--- src/rtl/vga_pattern_gen_pkg.sv ---
// Shared definitions for the VGA pattern generator: mode encodings, bar
// palette and the 640x480 timing constants also used by the timing generator.
package vga_pattern_gen_pkg;

  localparam logic [1:0] MODE_SOLID = 2'd0;
  localparam logic [1:0] MODE_BARS  = 2'd1;
  localparam logic [1:0] MODE_CHECK = 2'd2;
  localparam logic [1:0] MODE_RAMP  = 2'd3;

  typedef struct packed {
    logic [3:0] r;
    logic [3:0] g;
    logic [3:0] b;
  } rgb_t;

  // Index 0 is the leftmost bar (white), index 7 the rightmost (black).
  localparam logic [7:0][11:0] BAR_COLORS = {
    12'h000, 12'h00F, 12'hF00, 12'hF0F,
    12'h0F0, 12'h0FF, 12'hFF0, 12'hFFF
  };

  localparam int H_ACTIVE_640 = 640;
  localparam int H_FRONT      = 16;
  localparam int H_SYNC       = 96;
  localparam int H_BACK       = 48;
  localparam int V_ACTIVE_480 = 480;
  localparam int V_FRONT      = 10;
  localparam int V_SYNC       = 2;
  localparam int V_BACK       = 33;

  function automatic rgb_t bar_color(input logic [2:0] idx);
    return rgb_t'(BAR_COLORS[idx]);
  endfunction

endpackage

--- src/rtl/mux2.sv ---
// Generic two-input mux.
module mux2 #(
  parameter int W = 1
) (
  input  logic         i_sel,
  input  logic [W-1:0] i_d0,
  input  logic [W-1:0] i_d1,
  output logic [W-1:0] o_y
);

  assign o_y = i_sel ? i_d1 : i_d0;

endmodule

--- src/rtl/vga_pos_tracker.sv ---
// Tracks active-area x/y position from the h/v enables, plus the bar and
// ramp sub-counters and the first-pixel-of-frame flag.
module vga_pos_tracker #(
  parameter int H_ACTIVE   = 640,
  parameter int V_ACTIVE   = 480,
  parameter int CHECK_LOG2 = 5,
  parameter int GRAD_STEP  = 40,
  parameter int XW         = 10,
  parameter int YW         = 9
) (
  input  logic       clk,
  input  logic       i_rst_n,
  input  logic       i_sclr,
  input  logic       i_px_clk,
  input  logic       i_haddr_en,
  input  logic       i_vaddr_en,
  output logic       o_act,
  output logic       o_x_chk,
  output logic       o_y_chk,
  output logic [2:0] o_bar_idx,
  output logic [3:0] o_level,
  output logic       o_first_px
);

  localparam int BAR_W = H_ACTIVE / 8;
  localparam int BW    = $clog2(BAR_W);
  localparam int GW    = (GRAD_STEP > 1) ? $clog2(GRAD_STEP) : 1;

  logic [XW-1:0] x_q, x_d;
  logic [YW-1:0] y_q, y_d;
  logic [BW-1:0] bar_sub_q, bar_sub_d;
  logic [2:0]    bar_idx_q, bar_idx_d;
  logic [GW-1:0] grad_sub_q, grad_sub_d;
  logic [3:0]    level_q, level_d;
  logic          h_prev_q, h_prev_d;
  logic          first_px_q, first_px_d;
  logic          act;

  assign act = i_haddr_en & i_vaddr_en;

  always_comb begin
    x_d        = x_q;
    y_d        = y_q;
    bar_sub_d  = bar_sub_q;
    bar_idx_d  = bar_idx_q;
    grad_sub_d = grad_sub_q;
    level_d    = level_q;
    h_prev_d   = h_prev_q;
    first_px_d = first_px_q;
    if (i_px_clk) begin
      h_prev_d = i_haddr_en;
      if (!i_haddr_en) begin
        x_d        = '0;
        bar_sub_d  = '0;
        bar_idx_d  = '0;
        grad_sub_d = '0;
        level_d    = '0;
      end else if (act) begin
        if (x_q != XW'(H_ACTIVE - 1)) x_d = x_q + 1'b1;
        if (bar_sub_q == BW'(BAR_W - 1)) begin
          bar_sub_d = '0;
          if (bar_idx_q != 3'd7) bar_idx_d = bar_idx_q + 3'd1;
        end else begin
          bar_sub_d = bar_sub_q + 1'b1;
        end
        if (grad_sub_q == GW'(GRAD_STEP - 1)) begin
          grad_sub_d = '0;
          if (level_q != 4'hF) level_d = level_q + 4'd1;
        end else begin
          grad_sub_d = grad_sub_q + 1'b1;
        end
      end
      // A line ends on the falling edge of haddr_en; vblank overrides it.
      if (!i_vaddr_en) begin
        y_d = '0;
      end else if (h_prev_q && !i_haddr_en && (y_q != YW'(V_ACTIVE - 1))) begin
        y_d = y_q + 1'b1;
      end
      if (!i_vaddr_en) first_px_d = 1'b1;
      else if (act)    first_px_d = 1'b0;
    end
  end

  always_ff @(posedge clk or negedge i_rst_n) begin
    if (!i_rst_n) begin
      x_q        <= '0;
      y_q        <= '0;
      bar_sub_q  <= '0;
      bar_idx_q  <= '0;
      grad_sub_q <= '0;
      level_q    <= '0;
      h_prev_q   <= 1'b0;
      first_px_q <= 1'b1;
    end else if (i_sclr) begin
      x_q        <= '0;
      y_q        <= '0;
      bar_sub_q  <= '0;
      bar_idx_q  <= '0;
      grad_sub_q <= '0;
      level_q    <= '0;
      h_prev_q   <= 1'b0;
      first_px_q <= 1'b1;
    end else begin
      x_q        <= x_d;
      y_q        <= y_d;
      bar_sub_q  <= bar_sub_d;
      bar_idx_q  <= bar_idx_d;
      grad_sub_q <= grad_sub_d;
      level_q    <= level_d;
      h_prev_q   <= h_prev_d;
      first_px_q <= first_px_d;
    end
  end

  assign o_act      = act;
  assign o_x_chk    = x_q[CHECK_LOG2];
  assign o_y_chk    = y_q[CHECK_LOG2];
  assign o_bar_idx  = bar_idx_q;
  assign o_level    = level_q;
  assign o_first_px = first_px_q;

endmodule

--- src/rtl/vga_pattern_gen.sv ---
// Test-pattern generator between the VGA timing counters and the DAC pins:
// solid, colour bars, checkerboard or grey ramp, registered with one px latency.
module vga_pattern_gen
  import vga_pattern_gen_pkg::*;
#(
  parameter int H_ACTIVE   = 640,
  parameter int V_ACTIVE   = 480,
  parameter int CHECK_LOG2 = 5,
  parameter int GRAD_STEP  = 40,
  parameter int XW         = 10,
  parameter int YW         = 9
) (
  input  logic        clk,
  input  logic        i_rst_n,
  input  logic        i_sclr,
  input  logic        i_px_clk,
  input  logic        i_haddr_en,
  input  logic        i_vaddr_en,
  input  logic [1:0]  i_mode,
  input  logic [11:0] i_fg_color,
  output logic [3:0]  o_vga_red,
  output logic [3:0]  o_vga_green,
  output logic [3:0]  o_vga_blue,
  output logic        o_de,
  output logic        o_frame_start
);

  logic       act, x_chk, y_chk, first_px;
  logic [2:0] bar_idx;
  logic [3:0] level;

  vga_pos_tracker #(
    .H_ACTIVE  (H_ACTIVE),
    .V_ACTIVE  (V_ACTIVE),
    .CHECK_LOG2(CHECK_LOG2),
    .GRAD_STEP (GRAD_STEP),
    .XW        (XW),
    .YW        (YW)
  ) u_pos (
    .clk       (clk),
    .i_rst_n   (i_rst_n),
    .i_sclr    (i_sclr),
    .i_px_clk  (i_px_clk),
    .i_haddr_en(i_haddr_en),
    .i_vaddr_en(i_vaddr_en),
    .o_act     (act),
    .o_x_chk   (x_chk),
    .o_y_chk   (y_chk),
    .o_bar_idx (bar_idx),
    .o_level   (level),
    .o_first_px(first_px)
  );

  logic [1:0] mode_q, mode_d;
  rgb_t       fg_q, fg_d;
  rgb_t       pat, rgb_sel;
  rgb_t       rgb_q, rgb_d;
  logic       de_q, de_d;
  logic       fs_q, fs_d;

  // Pattern settings only change during vblank so a frame is never torn.
  always_comb begin
    mode_d = mode_q;
    fg_d   = fg_q;
    if (i_px_clk && !i_vaddr_en) begin
      mode_d = i_mode;
      fg_d   = rgb_t'(i_fg_color);
    end
  end

  always_comb begin
    pat = fg_q;
    case (mode_q)
      MODE_SOLID: pat = fg_q;
      MODE_BARS:  pat = bar_color(bar_idx);
      MODE_CHECK: pat = (x_chk ^ y_chk) ? rgb_t'(12'h000) : fg_q;
      MODE_RAMP:  pat = '{r: level, g: level, b: level};
      default:    pat = fg_q;
    endcase
  end

  mux2 #(.W(12)) u_blank (
    .i_sel(act),
    .i_d0 (12'h000),
    .i_d1 (pat),
    .o_y  (rgb_sel)
  );

  always_comb begin
    rgb_d = rgb_q;
    de_d  = de_q;
    fs_d  = fs_q;
    if (i_px_clk) begin
      rgb_d = rgb_sel;
      de_d  = act;
      fs_d  = act & first_px;
    end
  end

  always_ff @(posedge clk or negedge i_rst_n) begin
    if (!i_rst_n) begin
      mode_q <= MODE_SOLID;
      fg_q   <= '0;
      rgb_q  <= '0;
      de_q   <= 1'b0;
      fs_q   <= 1'b0;
    end else if (i_sclr) begin
      mode_q <= MODE_SOLID;
      fg_q   <= '0;
      rgb_q  <= '0;
      de_q   <= 1'b0;
      fs_q   <= 1'b0;
    end else begin
      mode_q <= mode_d;
      fg_q   <= fg_d;
      rgb_q  <= rgb_d;
      de_q   <= de_d;
      fs_q   <= fs_d;
    end
  end

  assign o_vga_red     = rgb_q.r;
  assign o_vga_green   = rgb_q.g;
  assign o_vga_blue    = rgb_q.b;
  assign o_de          = de_q;
  assign o_frame_start = fs_q;

endmodule

--- config.mk ---
export PLATFORM = sky130hd
export DESIGN_NAME = vga_pattern_gen
export DESIGN_NICKNAME = d
export VERILOG_FILES = /design/src/rtl/vga_pattern_gen_pkg.sv /design/src/rtl/mux2.sv /design/src/rtl/vga_pos_tracker.sv /design/src/rtl/vga_pattern_gen.sv
export SDC_FILE = /design/constraint.sdc
export NUM_CORES = 1
export LEC_CHECK = 0
export CORE_UTILIZATION = 28
export DETAILED_ROUTE_END_ITERATION = 6
export PLACE_DENSITY = 0.47
export SYNTH_ARGS = -nofsm -noshare
export SYNTH_HDL_FRONTEND = slang
export SYNTH_HIERARCHICAL = 1
export SYNTH_SLANG_ARGS = --single-unit
export TNS_END_PERCENT = 100
--- constraint.sdc ---
create_clock -name clk -period 3.5 [get_ports clk]
set_input_delay 0.7 -clock clk [delete_from_list [all_inputs] [get_ports clk]]
set_output_delay 0.7 -clock clk [all_outputs]
set_load 0.01 [all_outputs]
## Yosys cells after proc, flatten, opt, wreduce, memory -nomap -nowiden

Memory sizes are Yosys's and may differ from the RTL's.
Cells that the tools add are included.

- Register bits: 69
- ROM bits: 96
- Input bits: 20
- Word-level logic and storage cells: 110
- Memories kept: 1

Memory list:

| name | depth | width | rd ports | clocked after memory_dff | wr ports | line | RTL |
|---|---|---|---|---|---|---|---|
| (name not given) | 8 | 12 | 1 | 0 | 0 | vga_pattern_gen_pkg.sv:32 | `return rgb_t'(BAR_COLORS[idx]);` |

- $add $sub $neg: 6
- Order comparisons: 1
- Equality and inequality tests: 17
- Multiplexer cells: 51
- Bitwise logic cells: 3
- Reduce and logical (&&, ||, !) cells: 14

Operator list:

| kind | count |
|---|---|
| $mux 12 | 7 |
| $mux 10 | 5 |
| $pmux 12 s4 | 1 |
| $mux 9 | 4 |
| $mux 7 | 5 |
| $mux 6 | 5 |
| $mux 4 | 6 |
| $ne 3x2->1 const B | 8 |
| $mux 3 | 6 |
| $add 10x1->10 const B | 1 |
| $mux 1 | 10 |
| $ne 10x10->1 const B | 1 |
| $add 9x1->9 const B | 1 |
| $ne 9x9->1 const B | 1 |
| $reduce_and 4->1 | 2 |
| $add 7x1->7 const B | 1 |
| $eq 7x7->1 const B | 1 |
| $add 6x1->6 const B | 1 |
| $eq 6x6->1 const B | 1 |
| $reduce_and 2->1 | 3 |
| $add 4x1->4 const B | 1 |
| $eq 2x2->1 const B | 2 |
| $lt 3x4->1 const B | 1 |
| $mux 2 | 2 |
| 11 further kinds | 16 |

## Depth between registers and ports, before layout

Gate-level depths: netlist of run 1.

- Depth after elaboration: 7
- Gate-level depth with buffers: 7

## Hierarchy

The synthesis of run 1 kept the hierarchy.

Modules (own cells, without submodules):

| module | times used | cells each | area an instance (um^2) |
|---|---|---|---|
| vga_pos_tracker | 1 | 250 | 2347.3 |
| vga_pattern_gen | 1 | 145 | 1441.4 |
| mux2 | 1 | 13 | 183.9 |

## Least setup slack after synthesis of run 1

Ideal clock, no wire load.

- Kind: in2reg
- Start point: input port i_haddr_en
- End point: register u_pos.y_q[5]
- Library setup time: 0.078 ns
- Data arrival time: 1.909 ns
- Required time: 3.422 ns
- Setup slack: 1.513 ns
- Stages on the path: 5
- Path buffers: 1
- Cells stage by stage: buf_2 -> nand2b_4 -> or3_4 -> or4_1 -> a21oi_1

- Word-level cells in the longest chain between the ends: 5

RTL lines:

| item | line | RTL |
|---|---|---|
| start: declaration | vga_pattern_gen.sv:17 | `input logic i_haddr_en,` |
| $logic_not 1->1 | - |  |
| $logic_and 1x1->1 (2 in series) | vga_pos_tracker.sv:76 | `end else if (h_prev_q && !i_haddr_en && (y_q != YW'(V_ACTIVE - 1))) begin` |
| $ne 3x2->1 (no source line) | - |  |
| $reduce_and 2->1 (no source line) | - |  |
| end signal: assignment | vga_pos_tracker.sv:105 | `y_q <= y_d;` |
| end: declaration | vga_pos_tracker.sv:30 | `logic [YW-1:0] y_q, y_d;` |

Every way passes these cells.
A chain may end at the register's enable or synchronous reset.

## Worst setup path after layout of run 1

- Start point: input port i_px_clk
- End point: register u_pos.x_q[2]

- Word-level cells in the longest chain between the ends: 2

RTL lines:

| item | line | RTL |
|---|---|---|
| start: declaration | vga_pattern_gen.sv:16 | `input logic i_px_clk,` |
| $reduce_bool 2->1 (no source line) | - |  |
| $reduce_and 3->1 (no source line) | - |  |
| end signal: assignment | vga_pos_tracker.sv:86 | `x_q <= '0;` |
| end signal: assignment | vga_pos_tracker.sv:95 | `x_q <= '0;` |
| end signal: assignment | vga_pos_tracker.sv:104 | `x_q <= x_d;` |
| end: declaration | vga_pos_tracker.sv:29 | `logic [XW-1:0] x_q, x_d;` |

Every way passes these cells.

==> results by group, run 1 <==
Final layout
  • ANT cells: 0
  • Final #Nets: 478
  • Layout area overhead: 21.8%
  • Share of cells above drive strength 1: 14.5%
  • Most frequent cells in the layout: 68 x dfrtp_1, 40 x nand2_1, 31 x clkdlybuf4s50_1
  • Most common cell after layout, fill and taps aside: dfrtp_1
  • Post-route cell area: 4840 um^2
  • Filler Cell Count: 1,475

Clock network
  • Num CTS Buffers: 9
  • Post-CTS sizing: 0
  • Clk root buf: clkbuf_16
  • Max Root-Sink Buffers: 2
  • Reg clk slew, reported paths: 60 ps
  • CTS tree: built
  • Worst-Skew Late Latency: 340 ps
  • CTS Hold Bufs: 0
  • Post-CTS setup buffer count: 0
  • CTS sink cnt: 69
  • H-tree levels: 3

Placed design
  • Port buffer count: 33
  • Area post-placement: 4500 um^2
  • DP HPWL: 6.68 mm
  • Final GP Congestion: 0.799

Floorplan
  • Die extent in y: 121 um
  • Site Rows: 43
  • Std-Cell Core Area: 13,900 um^2
  • Ports: 34
  • Die area: 14,700 um^2
  • Die width: 121 um
  • Initial Util: 28.6%

Yosys
  • Synth Cell Area: 3970 um^2
  • Ys flop type: dfrtp_1
  • Yosys reg bits: 69
  • Sequential fraction of the synthesis area: 43.5%
  • Async S/R FF share, synth: 100%
  • Syn Inst Count: 408
  • Mean Syn Cell Area: 9.74 um^2
  • Post-synth EDFFs: 0
  • Synth area leaders: dfrtp_1 43%, mux2i_1 5.0%, mux2_4 3.8%
  • Leading area contributor after synthesis: dfrtp_1
  • Synth warnings: 6
  • Yosys cell types: 64
  • Yosys top cell area share: 42.8%

Status
  • Status: finished, final reports clean

Worst setup path
  • CP cell instances: clkdlybuf4s50_1 > buf_4 > a21o_1 > o21ai_1 > a221o_1
  • Worst path max stage delay: 710 ps
  • WS Path Type: input port to flop
  • Worst-path fanout max: 15
  • WP data required: 3730 ps
  • Crit path launch type: input port
  • Crit end category: flop
  • Master of the slowest instance on the critical path: clkdlybuf4s50_1
  • Crit path arrival time: 2700 ps

STA
  • Max-slew violations: 0
  • Post-route clock period utilization: 70.5%
  • Worst Tran Pin Value: 767 ps
  • RSZ-0062 raised after global routing: no
  • Total negative setup slack: 0 ps
  • Max Clk Rate: 405 MHz
  • Max_slew headroom: 48.9%
  • Final hold vios: 0
  • Post-layout min period: 2470 ps
  • Final setup violation count: 0
  • Clk_skew: 8.42 ps

Detailed routing
  • Via count: 3,118
  • Initial drt markers: 124
  • WL/cell: 14.7 um
  • Antenna-violating nets left: 0
  • DR pass1 iterations: 4
  • Wirelength, routed: 9.34 mm
  • Drc violations: 0
  • Via density: 4.90

Power and ir drop
  • Power per cell area: 436 nW/um^2
  • Combinational fraction of design power: 10.1%
  • Sw power: 496 uW
  • LEAKAGE: 2.09 nW
  • Clock power share: 50.1%
  • Flop pwr share: 39.8%
  • Int Pwr: 1.62 mW
  • Peak supply drop: 0.276 mV
  • Sw frac: 23.5%

Global route
  • Initial antenna violation count: 0
  • Largest net degree at the start of global routing: 42
  • Number of global-route vias before repair: 3,160
  • First-pass GRT wire length: 15.8 mm
  • GR Overflow Total: 0
  • Total track usage: 14.1%

Job
  • MaxCap Viol Count: 0

Min path
  • Hold Crit Class: input port to async pin
==> per-layer routing <==
metal,vias to the layer above,global-route usage (%),share of wire (%)
met1,1501,18.1,50
met4,0,5.17,1.7
met3,14,4.37,3.1
li1,1561,-,-
met5,-,0,0
met2,42,22.2,45
==> registers in the layout, indices dropped and copies added, names as in the netlist, 2 cells and up <==
name	flops
u_pos/o_level	4
u_pos/grad_sub_q	6
mode_q	2
u_pos/bar_sub_q	7
fg_q	12
u_pos/o_bar_idx	3
o_vga_blue	4
u_pos/x_q	10
u_pos/y_q	9
o_vga_red	4
o_vga_green	4
==> cell families after synthesis <==
logic type	after synthesis	share of synthesized area (%)
fa+ha+maj	7	2.20
other cells	1	0.0944
flops	69	43.5
compound gates	100	17.5
mux	33	9.67
simple gates	166	22.3
xor+xnor	2	0.441
buf+inv	30	4.25
==> cell usage after synthesis (all sizes together), types with 2 or more instances <==
library cell / count
o211ai: 2
and3: 6
nor4b: 2
nor4: 4
a21o: 6
nand3: 18
o31ai: 5
a211o: 3
nand4: 6
a21oi: 32
a32o: 2
buf: 14
nand2b: 11
and2b: 2
a21boi: 2
dfrtp: 68
o2bb2ai: 6
nor3b: 3
a2bb2oi: 2
nand2: 51
nor2b: 7
clkbuf: 5
a22o: 8
or4: 6
inv: 11
or3: 5
o41ai: 3
ha: 7
mux2: 13
o21ai: 22
mux2i: 20
nor3: 8
and4: 2
nor2: 30
==> power groups by stage <==
stage,clock network (mW),registers [mW],logic (mW)
detailed placement,0,0.856,0.218
global placement,0,0.856,0.216
global route,1.13,0.845,0.237
CTS,1.09,0.841,0.219
finish,1.06,0.841,0.213
floorplan,0,0.852,0.132
==> per-stage QoR <==
stage	power (mW)	util [%]	setup WS [ps]	hold slack, ps	instances
after floorplan	0.984	-	1510	404	419
after global routing	2.21	34.8	904	472	636
after detailed placement	1.07	32.4	638	453	620
after global placement	1.07	32.4	689	453	620
final	2.11	34.8	1030	412	636
after CTS	2.15	34.8	1020	436	636
==> worst max-delay path: cells and delay by family <==
| family | cells | cell delay (ps) |
|---|---|---|
| compound gates | 3 | 940 |
| buf+inv | 2 | 1050 |
==> layout make-up <==
class	count	area [um^2]	share of cell area [%]
inverter	11	41.3	0.854
sequential	69	1730	35.7
clock inverter	6	111	2.30
multi-input combinational	320	2120	43.8
timing repair buffer	40	385	7.97
tap	180	225	4.66
clock buffer	10	229	4.73
==> path summary, 6_finish.rpt <==
| kind | from | endpoint | slack [ps] | cells after the start |
|---|---|---|---|---|
| min reg2reg | u_pos/o_first_px$_DFFE_PN1P_ | u_pos/o_first_px$_DFFE_PN1P_ | 460 | 2 |
| max | i_px_clk | u_pos/x_q[2]$_DFFE_PN0P_ | 1030 | 5 |
| max in group asynchronous | i_rst_n | o_vga_blue[3]$_DFFE_PN0P_ | 2420 | 2 |
| max reg2reg | u_pos/o_bar_idx[0]$_DFFE_PN0P_ | u_pos/o_bar_idx[1]$_DFFE_PN0P_ | 1290 | 5 |
| min | i_rst_n | u_pos/x_q[5]$_DFFE_PN0P_ | 410 | 1 |
| min in group clk | u_pos/o_first_px$_DFFE_PN1P_ | u_pos/o_first_px$_DFFE_PN1P_ | 460 | 2 |
Power figures use the tool's default switching activity.
==> inputs of run 2 (changes only) <==
--- a/config.mk
+++ b/config.mk
@@ -7,7 +7,7 @@
 export LEC_CHECK = 0
 export CORE_UTILIZATION = 28
 export DETAILED_ROUTE_END_ITERATION = 6
-export PLACE_DENSITY = 0.47
+export PLACE_DENSITY = 0.48
 export SYNTH_ARGS = -nofsm -noshare
 export SYNTH_HDL_FRONTEND = slang
 export SYNTH_HIERARCHICAL = 1
==> constraint.sdc (replaced) <==
create_clock -name clk -period 2.25 [get_ports clk]
set_input_delay 0.45 -clock clk [delete_from_list [all_inputs] [get_ports clk]]
set_output_delay 0.45 -clock clk [all_outputs]
set_load 0.01 [all_outputs]
==> run 2 against run 1 <==
Die area did not move; worst hold slack worse by 240 ps; sequential power is 56% higher; critical path type unchanged; highest routed layer unchanged.
==> results by group, run 2 (same netlist as run 1, synthesis figures left out) <==
Status
  • Status: finished, final reports clean

STA
  • Final hold vios: 0
  • PnR worst setup slack: 344 ps
  • Post-route clock period utilization: 84.7%
  • RSZ-0062 raised after global routing: no
  • Post-layout min period: 1910 ps
  • Worst Tran Pin Value: 723 ps
  • Max-slew violations: 0
  • Final setup violation count: 0
  • Clk_skew: 5.82 ps
  • Total negative setup slack: 0 ps
  • Max_slew headroom: 51.8%
  • Max Clk Rate: 525 MHz

Global route
  • Initial antenna violation count: 0
  • M2 GR Usage: 21.4%
  • Met1 Use GR: 20.1%
  • First-pass GRT wire length: 16.3 mm
  • M3 GR Usage: 3.95%
  • Number of global-route vias before repair: 3,190
  • GR Overflow Total: 0
  • Total track usage: 14.4%
  • Largest net degree at the start of global routing: 29
  • Most Crowded Layer GR: met2

Detailed routing
  • Via count: 3,220
  • Initial drt markers: 123
  • Drc violations: 0
  • DR pass1 iterations: 4
  • Wirelength, routed: 9.52 mm
  • Antenna-violating nets left: 0
  • Via density: 4.90
  • WL/cell: 14.5 um

Final layout
  • Filler Cell Count: 1,414
  • Layout area overhead: 24.5%
  • Largest regs: fg_q x12, u_pos/x_q x10, u_pos/y_q x9
  • Final #Nets: 499
  • Max FFs per register: 12
  • Finished Core Util: 35.6%
  • ANT cells: 0
  • Reg with most FFs: fg_q
  • Post-route cell area: 4950 um^2
  • Share of cells above drive strength 1: 18.2%
  • Most frequent cells in the layout: 68 x dfrtp_1, 40 x nand2_1, 31 x clkdlybuf4s50_1
  • Most common cell after layout, fill and taps aside: dfrtp_1

Placed design
  • Area post-placement: 4670 um^2
  • Setup WS pre-CTS: -7.59 ps
  • DP HPWL: 6.96 mm
  • Final GP Congestion: 0.785
  • Port buffer count: 33

Worst setup path
  • WS Path Type: input port to flop
  • R2R cell count: 5
  • Crit path launch type: input port
  • Reg2reg start: u_pos/x_q[0]$_DFFE_PN0P_
  • R2r setup slk: 370 ps
  • WP data required: 2510 ps
  • Reg-to-Reg End: u_pos/x_q[0]$_DFFE_PN0P_
  • Worst-path fanout max: 6
  • Crit end category: flop
  • Crit path arrival time: 2170 ps

Power and ir drop
  • LEAKAGE: 2.16 nW
  • Peak supply drop: 0.288 mV
  • Sw frac: 25.9%
  • Sw power: 779 uW
  • Flop pwr share: 43.5%
  • Pwr Total: 3.01 mW
  • Int Pwr: 2.23 mW
  • Power per cell area: 608 nW/um^2
  • Combinational fraction of design power: 12.0%
  • Clock power share: 44.5%

Clock network
  • CTS Hold Bufs: 0
  • Post-CTS setup buffer count: 0
  • CTS tree: built
  • Reg clk slew, reported paths: 60 ps
  • CTS sink cnt: 69
  • Post-CTS sizing: 0
  • Worst-Skew Late Latency: 340 ps
  • H-tree levels: 3
  • Max Root-Sink Buffers: 2
  • Clk root buf: clkbuf_16
  • Num CTS Buffers: 9

Min path
  • Hold Crit Class: input port to async pin

Floorplan
  • Die extent in y: 121 um
  • Site Rows: 43
  • Die width: 121 um
  • Initial Util: 28.6%
  • Die area: 14,700 um^2
  • Ports: 34
  • Std-Cell Core Area: 13,900 um^2

Job
  • MaxCap Viol Count: 0
==> run 2: changes by cell type in the layout (fill, tap and decap cells not counted), sizes merged <==
cell and change:
clkbuf +1, clkinvlp +2, bufinv -3, buf +21
==> run 2: how the worst max path moves through the flow <==
stage	end	from	slack [ps]
3_3_place_gp	u_pos/o_level[3]$_DFFE_PN0P_	i_px_clk	4
3_5_place_dp	u_pos/y_q[7]$_DFFE_PN0P_	i_px_clk	-8
5_1_grt	u_pos/x_q[0]$_DFFE_PN0P_	u_pos/x_q[0]$_DFFE_PN0P_	220
4_1_cts	u_pos/y_q[5]$_DFFE_PN0P_	i_px_clk	370
6_report	u_pos/y_q[5]$_DFFE_PN0P_	i_px_clk	340
2_1_floorplan	u_pos/y_q[5]$_DFFE_PN0P_	i_haddr_en	510
==> run 2: metrics by stage <==
| step | hold WS (ps) | instances |
|---|---|---|
| 2_1_floorplan | 154 | 419 |
| 3_3_place_gp | 455 | 641 |
| 3_5_place_dp | 460 | 641 |
| 4_1_cts | 187 | 657 |
| 5_1_grt | 216 | 657 |
| 6_report | 171 | 657 |
==> run 2: layout make-up <==
class | instances | area (um^2) | share of cell area [%]
Multi-Input combinational cell | 320 | 2120 | 42.8
Sequential cell | 69 | 1730 | 34.9
Timing Repair Buffer | 61 | 556 | 11.2
Clock buffer | 11 | 243 | 4.91
Tap cell | 180 | 225 | 4.55
Inverter | 11 | 41.3 | 0.835
Clock inverter | 5 | 36.3 | 0.734
==> run 2: power groups by stage <==
| stage | sequential, mW | clock [mW] | combinational, mW |
|---|---|---|---|
| after global routing | 1.31 | 1.44 | 0.403 |
| final | 1.31 | 1.34 | 0.361 |
| after floorplan | 1.33 | 0 | 0.205 |
| after global placement | 1.33 | 0 | 0.363 |
| after CTS | 1.31 | 1.39 | 0.369 |
| after detailed placement | 1.33 | 0 | 0.367 |
==> run 2: routing by layer <==
metal	up-vias	wire, um
li1	1607	-
met1	1552	4820
met2	53	4260
met3	8	314
met4	0	123
met5	-	0
==> run 2: worst max-delay path: stages <==
cell,delay [ps]
clkdlybuf4s50_1,610
nor2_1,130
or3_4,410
or4_1,410
a21oi_1,160
==> inputs of run 3 (changes only) <==
==> constraint.sdc (replaced) <==
create_clock -name clk -period 1.7 [get_ports clk]
set_input_delay 0.34 -clock clk [delete_from_list [all_inputs] [get_ports clk]]
set_output_delay 0.34 -clock clk [all_outputs]
set_load 0.01 [all_outputs]
==> run 3 against run 2 <==
Worst hold slack worse by 160 ps; sequential share of layout area shrank 2.3 points; clock skew up 1.9 ps; critical path type is now flop to flop; critical endpoint is now u_pos/o_bar_idx[2]$_DFFE_PN0P_; largest power group unchanged.
==> results by group, run 3 (same netlist as run 1, synthesis figures left out) <==
Status
  • Status: finished, final reports clean

Detailed routing
  • Initial drt markers: 231
  • Via count: 3,373
  • Antenna-violating nets left: 0
  • Metal-1 WL: 4.84 mm
  • DR pass1 iterations: 4
  • DR WL met3: 273 um
  • Drc violations: 0
  • WL/cell: 14.0 um
  • WL met2: 4.55 mm
  • Wirelength, routed: 9.79 mm
  • Via density: 4.84
  • Top Metal Used: met4

Final layout
  • Largest regs: fg_q x12, u_pos/x_q x10, u_pos/y_q x9
  • Most frequent cells in the layout: 67 x dfrtp_1, 66 x buf_4, 39 x nand2_1
  • Share of cells above drive strength 1: 26.7%
  • Reg with most FFs: fg_q
  • Layout area overhead: 33.5%
  • Max FFs per register: 12
  • ANT cells: 0
  • Finished Layout Cells: 697
  • Most common cell after layout, fill and taps aside: dfrtp_1
  • Final #Nets: 539

Worst setup path
  • Most used cell, CP: ha_1
  • Crit end category: flop
  • Master of the slowest instance on the critical path: dfrtp_1
  • WS Path Type: flop to flop
  • Worst-path fanout max: 3
  • WP data required: 1930 ps
  • Cell family with most CP delay: flip-flops
  • Crit path launch type: flop
  • Crit path arrival time: 1910 ps
  • CP cell instances: ha_1 > ha_1 > nor4_2 > o21ai_1 > a32o_1
  • Buffers & Inverters on Critical Path: 0
  • Worst path max stage delay: 400 ps

STA
  • Clk_skew: 7.72 ps
  • Max_slew headroom: 62.9%
  • Max-slew violations: 0
  • Post-layout min period: 1680 ps
  • Final setup violation count: 0
  • Worst Tran Pin Value: 557 ps
  • Max Clk Rate: 594 MHz
  • Final hold vios: 0
  • Post-route clock period utilization: 99.1%
  • RSZ-0062 raised after global routing: yes

Global route
  • Total track usage: 14.6%
  • First-pass GRT wire length: 16.5 mm
  • Number of global-route vias before repair: 3,337
  • GR Overflow Total: 0
  • Largest net degree at the start of global routing: 29
  • Initial antenna violation count: 0

Floorplan
  • Die width: 121 um
  • Die extent in y: 121 um
  • Ports: 34
  • Std-Cell Core Area: 13,900 um^2
  • Die area: 14,700 um^2
  • Site Rows: 43
  • Initial Util: 28.6%

Placed design
  • Cell count after placement: 681
  • Port buffer count: 33
  • Final GP Congestion: 0.818
  • DP HPWL: 7.52 mm

Min path
  • Hold Crit Class: input port to async pin

Clock network
  • Reg clk slew, reported paths: 60 ps
  • CTS tree: built
  • Num CTS Buffers: 9
  • Clk root buf: clkbuf_16
  • CTS sink cnt: 69
  • CTS Hold Bufs: 0
  • Post-CTS setup buffer count: 0
  • H-tree levels: 3
  • Worst-Skew Late Latency: 340 ps
  • Max Root-Sink Buffers: 2

Power and ir drop
  • Pwr Total: 4.12 mW
  • Power per cell area: 777 nW/um^2
  • LEAKAGE: 2.38 nW
  • Peak supply drop: 0.436 mV

Job
  • MaxCap Viol Count: 0
==> run 3: power breakdown <==
part / switching (mW) / total (mW) / internal, mW
clock: 0.740 / 1.88 / 1.14
combinational: 0.258 / 0.517 / 0.259
sequential: 0.0358 / 1.72 / 1.69
==> run 3: final timing paths <==
path | slack, ps | cells past startpoint | end | startpoint
min in group clk | 380 | 3 | o_vga_red[3]$_DFFE_PN0P_ | i_sclr
worst max register to register | 20 | 5 | u_pos/o_bar_idx[2]$_DFFE_PN0P_ | u_pos/o_bar_idx[1]$_DFFE_PN0P_
worst min-delay path | 7 | 2 | o_vga_red[3]$_DFFE_PN0P_ | i_rst_n
max in group asynchronous | 1330 | 2 | u_pos/o_first_px$_DFFE_PN1P_ | i_rst_n
worst max-delay path | 20 | 5 | u_pos/o_bar_idx[2]$_DFFE_PN0P_ | u_pos/o_bar_idx[1]$_DFFE_PN0P_
worst min register to register | 470 | 2 | u_pos/o_first_px$_DFFE_PN1P_ | u_pos/o_first_px$_DFFE_PN1P_
==> run 3: repair_timing <==
item,4_1_cts,5_1_grt
pin swaps,0,4
setup endpoints to repair,14,22
resized for setup,9,6
gates cloned,0,0
hold endpoints to repair,0,0
==> run 3: per-stage QoR <==
step                cell area [um^2]  hold slack [ps]  setup slack [ps]  TNS (ps)  util (%)
global route                    5300             42.8             -64.0      -342      38.2
finish                          5300             6.86              15.8         0      38.2
CTS                             5280             27.1              6.09         0      38.0
detailed placement              4960              391              -408    -13420      35.8
global placement                4960              389              -406    -12400      35.8
floorplan                       4020             44.4             0.356         0         -
==> run 3: final cells by class <==
cell class | count | area [um^2]
Fill cell | 1391 | 8580
Multi-Input combinational cell | 320 | 2160
Sequential cell | 69 | 1730
Timing Repair Buffer | 101 | 843
Clock buffer | 9 | 225
Tap cell | 180 | 225
Clock inverter | 7 | 73.8
Inverter | 11 | 41.3
==> run 3: per-layer routing <==
layer,GRT usage (%),up-vias
met5,0,-
met3,2.82,10
met4,5.56,0
met2,23.5,48
li1,-,1687
met1,19.3,1628
